**config.mk**
```make
export PLATFORM = sky130hd
export DESIGN_NAME = pipe_hazard_ctrl
export DESIGN_NICKNAME = d
export VERILOG_FILES = /design/src/rtl/pipe_hazard_ctrl.sv
export SDC_FILE = /design/constraint.sdc
export NUM_CORES = 1
export LEC_CHECK = 0
export ABC_AREA = 1
export ABC_CLOCK_PERIOD_IN_PS = 2009
export CORE_MARGIN = 1
export CORE_UTILIZATION = 35
export CTS_CLUSTER_SIZE = 40
export DETAILED_ROUTE_END_ITERATION = 8
export PLACE_DENSITY = 0.61
export SKIP_LAST_GASP = 1
export SLEW_MARGIN = 20
export SYNTH_ARGS = -nofsm -noshare
export SYNTH_HDL_FRONTEND = slang
export SYNTH_SLANG_ARGS = --single-unit
```
**constraint.sdc**
```tcl
create_clock -name CLOCK -period 2.01 [get_ports CLOCK]
set_input_delay 0.201 -clock CLOCK [delete_from_list [all_inputs] [get_ports CLOCK]]
set_output_delay 0.201 -clock CLOCK [all_outputs]
set_load 0.01 [all_outputs]
```
**src/rtl/pipe_hazard_ctrl.sv**
```systemverilog
// Hazard and sequencing controller for the 5-stage MIPS pipeline.
// Decodes stall, flush, forwarding and PC-redirect controls from the EX-stage
// hazard/branch information. It also sequences the halt drain and keeps
// saturating stall/flush event counters.
module pipe_hazard_ctrl #(
   parameter int unsigned FLUSH_CYCLES = 1,  // 1..7
   parameter int unsigned DRAIN_CYCLES = 4,  // 1..15
   parameter int unsigned CNT_W        = 16
) (
   input  logic              CLOCK,
   input  logic              RESET,
   input  logic              hazardArs,
   input  logic              hazardArt,
   input  logic              hazardBrs,
   input  logic              hazardBrt,
   input  logic              stallsigE,
   input  logic              BranchE,
   input  logic [31:0]       targetaddE,
   input  logic              haltD,
   output logic              stallF,
   output logic              stallD,
   output logic              stallE,
   output logic              ALUflush,
   output logic              flushD,
   output logic              forwardArs,
   output logic              forwardArt,
   output logic              forwardBrs,
   output logic              forwardBrt,
   output logic              forwardCrs,
   output logic              forwardCrt,
   output logic              pcRedirect,
   output logic [31:0]       pcTarget,
   output logic              haltDone,
   output logic [CNT_W-1:0]  stallCount,
   output logic [CNT_W-1:0]  flushCount,
   output logic [2:0]        stateOut
);

   typedef enum logic [2:0] {
      StRun      = 3'd0,
      StLoadWait = 3'd1,
      StFlush    = 3'd2,
      StDrain    = 3'd3,
      StHalted   = 3'd4
   } state_e;

   // The branch cycle itself is the first flush cycle, so FLUSH covers the rest.
   localparam logic [2:0] FlushInit = 3'(FLUSH_CYCLES - 1);
   localparam logic [3:0] DrainInit = 4'(DRAIN_CYCLES);

   state_e            state_q, state_d;
   logic [2:0]        flush_left_q, flush_left_d;
   logic [3:0]        drain_left_q, drain_left_d;
   logic              lat_brs_q, lat_brs_d;
   logic              lat_brt_q, lat_brt_d;
   logic [31:0]       pc_target_q, pc_target_d;
   logic [CNT_W-1:0]  stall_cnt_q, flush_cnt_q;
   logic              stall_inc, flush_inc, take_branch;

   // Next-state and control-output decode from current state and inputs.
   always_comb begin
      state_d      = state_q;
      flush_left_d = flush_left_q;
      drain_left_d = drain_left_q;
      lat_brs_d    = lat_brs_q;
      lat_brt_d    = lat_brt_q;
      pc_target_d  = pc_target_q;
      stall_inc    = 1'b0;
      flush_inc    = 1'b0;
      take_branch  = 1'b0;
      stallF       = 1'b0;
      stallD       = 1'b0;
      stallE       = 1'b0;
      ALUflush     = 1'b0;
      flushD       = 1'b0;
      forwardArs   = 1'b0;
      forwardArt   = 1'b0;
      forwardBrs   = 1'b0;
      forwardBrt   = 1'b0;
      forwardCrs   = 1'b0;
      forwardCrt   = 1'b0;
      pcRedirect   = 1'b0;
      pcTarget     = pc_target_q;
      haltDone     = 1'b0;

      unique case (state_q)
         StRun: begin
            forwardArs = hazardArs;
            forwardArt = hazardArt;
            if (BranchE) begin
               take_branch = 1'b1;
            end else if (stallsigE) begin
               stallF    = 1'b1;
               stallD    = 1'b1;
               stallE    = 1'b1;
               lat_brs_d = hazardBrs;
               lat_brt_d = hazardBrt;
               stall_inc = 1'b1;
               state_d   = StLoadWait;
            end else if (haltD) begin
               stallF       = 1'b1;
               drain_left_d = DrainInit;
               state_d      = StDrain;
            end
         end
         StLoadWait: begin
            forwardArs = hazardArs;
            forwardArt = hazardArt;
            forwardBrs = lat_brs_q;
            forwardBrt = lat_brt_q;
            forwardCrs = lat_brs_q;
            forwardCrt = lat_brt_q;
            lat_brs_d  = 1'b0;
            lat_brt_d  = 1'b0;
            state_d    = StRun;
            if (BranchE) begin
               take_branch = 1'b1;
            end
         end
         StFlush: begin
            // Wrong-path instructions: every request input is ignored here.
            ALUflush     = 1'b1;
            flushD       = 1'b1;
            flush_left_d = flush_left_q - 3'd1;
            if (flush_left_q <= 3'd1) begin
               flush_left_d = 3'd0;
               state_d      = StRun;
            end
         end
         StDrain: begin
            forwardArs = hazardArs;
            forwardArt = hazardArt;
            if (BranchE) begin
               // Halt sat on the wrong path; the redirect cancels it.
               take_branch = 1'b1;
            end else begin
               stallF       = 1'b1;
               stallD       = 1'b1;
               stallE       = stallsigE;
               drain_left_d = drain_left_q - 4'd1;
               if (drain_left_q <= 4'd1) begin
                  drain_left_d = 4'd0;
                  state_d      = StHalted;
               end
            end
         end
         StHalted: begin
            haltDone = 1'b1;
            stallF   = 1'b1;
            stallD   = 1'b1;
            stallE   = 1'b1;
         end
         default: begin
            state_d = StRun;
         end
      endcase

      if (take_branch) begin
         pcRedirect  = 1'b1;
         pcTarget    = targetaddE;
         pc_target_d = targetaddE;
         ALUflush    = 1'b1;
         flushD      = 1'b1;
         flush_inc   = 1'b1;
         if (FLUSH_CYCLES > 1) begin
            state_d      = StFlush;
            flush_left_d = FlushInit;
         end else begin
            state_d = StRun;
         end
      end
   end

   // State, latched hazard flags, redirect target and saturating counters.
   always_ff @(posedge CLOCK) begin
      if (RESET) begin
         state_q      <= StRun;
         flush_left_q <= 3'd0;
         drain_left_q <= 4'd0;
         lat_brs_q    <= 1'b0;
         lat_brt_q    <= 1'b0;
         pc_target_q  <= 32'd0;
         stall_cnt_q  <= '0;
         flush_cnt_q  <= '0;
      end else begin
         state_q      <= state_d;
         flush_left_q <= flush_left_d;
         drain_left_q <= drain_left_d;
         lat_brs_q    <= lat_brs_d;
         lat_brt_q    <= lat_brt_d;
         pc_target_q  <= pc_target_d;
         if (stall_inc && (stall_cnt_q != '1)) begin
            stall_cnt_q <= stall_cnt_q + 1'b1;
         end
         if (flush_inc && (flush_cnt_q != '1)) begin
            flush_cnt_q <= flush_cnt_q + 1'b1;
         end
      end
   end

   assign stallCount = stall_cnt_q;
   assign flushCount = flush_cnt_q;
   assign stateOut   = state_q;

endmodule

```
==> flow_summary.toml <==
[outcome]
status = "completed"

[clock_network]
h-tree-depth = 3
cts_sinks = 76
insertion_delay_ns = 0.33
tritoncts = "built"
clkTransAtPathRegs_ns = 0.05
cts_buffers = 9
cts_buffer_depth = 2
ctsRootBufferMaster = "clkbuf_16"
hold_buffers = 0

[timing]
fin_skew_ns = 0.00650
slew_violations = 0
rsz0062_at_grt = "true"
setup_tns_ns = 0
period_minus_slack_ns = 1.92
hold_viol = 0
tightest_slew_ns = 0.714
fmax_ghz = 0.521
min_period_over_period = 0.955
setup_viol = 0
slew_headroom = 0.524

[route]
drc = 0
dr.pass1.iters = 4
drt_iter0_drc = 217
vias = 4310
vias_per_cell = 4.57
detail-route-antenna-nets = 0
wl_per_cell_um = 11.6
routed_wl_um = 11000

[critical_path]
critPathRequiredTime_ns = 1.81
crit_end = "pcTarget[4]"
cp-end-kind = "output pin"
arrival_ns = 1.72
rr_startpoint = "stallCount[1]"
r2r-end = "stallCount[13]"
ff2ff_setup_slack_ns = 0.19
crit_path_start = "stateOut[0]"
worstSetupPathType = "register to output pin"
cp_max_fo = 19
startpoint_type = "register"
ff2ff_path_depth = 7

[die]
io_pins = 121
fp.dieW_um = 113
dieHeight_um = 113
core_area_sq_um = 12000
die-area_sq_um = 12700
rows = 40
initial_core_util = 0.358

[final_layout]
drive_gt1_frac = 0.143
syn2layout_area_growth_pct = 38.5
nets = 839
post-route-util = 0.496
antenna_cells = 0

[synthesis]
yosysSeqAreaShare = 0.356
netlist_instances = 656
yosys-top-cells-area = "dfxtp_1 36%, nand2_1 14%, inv_1 12%, a21oi_1 7.0%, a211oi_1 5.8%"
synthesis.nets = 703
synth_flop_cell = "dfxtp_1"
synth.most_common_cell = "nand2_1"
synthDistinctLibCells = 29
synth-async-reset-ratio = 0
syn_avg_cell_area_sq_um = 6.52
synth_edf_count = 0
synth.largest_area_cell = "dfxtp_1"
ys_warn_count = 0
ys_seq_elements = 76
synthTopCellsByCount = "161 x nand2_1, 136 x inv_1, 76 x dfxtp_1"
syn_area_sq_um = 4280
synth_top_cell_area_share = 0.356

[power]
leakagePower_nw = 2.74
power_density_nw_per_um2 = 635
ir_drop_mv = 0.319

[global_routing]
grt_max_degree = 60
antenna_found_initial = 0
grt_pass1_vias = 4014
track_usage = 0.178
grt_first_pass_wirelength_um = 18200
grt.overflow.total = 0

[hold_path]
hold_class = "primary input to register"

[placement]
gp_congestion = 0.815
io_buffers = 120
hpwl_um = 7840

[run]
maxCapViolations = 0
## flip-flops by register name (all words and copies together), names as in the netlist
register,count
flush_left_q,3
lat_brs_q,1
drain_left_q,4
stallCount,16
pc_target_q,32
stateOut,3
lat_brt_q,1
flushCount,16
## how the worst min path moves through the flow
stage	from	endpoint	slack, ns	cells past startpoint
detailed placement	lat_brt_q	lat_brt_q	0.46	2
finish	RESET	flushCount[0]	0.42	4
CTS	hazardBrs	lat_brs_q	0.41	3
floorplan	hazardBrs	lat_brs_q	0.35	2
global placement	lat_brs_q	lat_brs_q	0.44	2
global route	hazardBrs	lat_brs_q	0.44	3
## placed cells by master (no fill, tap or decap), types with 9 or more instances in the layout
cell,count
a21oi_1,57
nor2_1,58
xor2_1,9
nand2_2,11
inv_1,136
nand4_1,10
clkdlybuf4s50_1,81
buf_4,25
nand3_1,29
a21oi_2,11
a211oi_1,33
nand2_1,160
clkbuf_2,27
dfxtp_1,76
clkbuf_16,9
## cell type report
cell class	count	area, sq um
fill	1190	6030
multi-input combinational	413	2110
sequential	76	1520
timing repair buffer	150	1310
inverter	142	533
clock buffer	13	260
tap	147	184
clock inverter	2	10.0
## metal layers
| metal | part of all wire | vias up | wire length, um | track usage |
|---|---|---|---|---|
| met2 | 0.44 | 96 | 4860 | 0.287 |
| met1 | 0.50 | 1901 | 5470 | 0.232 |
| met3 | 0.040 | 16 | 444 | 0.0410 |
| li1 | - | 2297 | - | - |
| met4 | 0.019 | 0 | 204 | 0.0649 |
| met5 | 0 | - | 0 | 0 |
## worst max-delay path: stages, from the launching register on
cell and delay [ns]:
dfxtp_1 0.34, inv_2 0.04, nand2_1 0.08, nand2_2 0.09, nor2_4 0.17, inv_2 0.08, buf_12 0.16, nand2_1 0.06
inv_1 0.05, a21oi_1 0.16, clkbuf_2 0.16
## through the flow
stage               hold WS [ns]  instances  total power [mW]  worst slack [ns]  instance area (sq um)
floorplan                  0.346        656              1.99             0.444                   4280
global placement           0.445        926              2.35            -0.170                   5770
detailed placement         0.460        926              2.36            -0.198                   5770
CTS                        0.412        942              3.84           -0.0479                   6030
global route               0.441        943              3.95           -0.0106                   5930
finish                     0.422        943              3.77            0.0896                   5930
## report_power, final
part	total (mW)	internal [mW]	switching, mW
Combinational	0.673	0.307	0.365
Clock	1.49	0.893	0.599
Sequential	1.60	1.57	0.0276
## kinds of logic after synthesis
logic type                 count (synthesis)  share of synthesized area
adders and majority gates                  6                     0.0175
buffers and inverters                    167                      0.156
DFF                                       76                      0.356
AOI/OAI and AO/OA                        113                      0.161
and+or+nand+nor                          280                      0.281
xor gates and xnor gates                  14                     0.0287
## what timing repair did
| item | 4_1_cts | 5_1_grt |
|---|---|---|
| pin swaps | 0 | 2 |
| setup buffers | 1 | 1 |
| resized for setup | 47 | 70 |
| endpoints found under the setup margin | 38 | 33 |
Note: power is estimated with default switching activity, not from simulation.
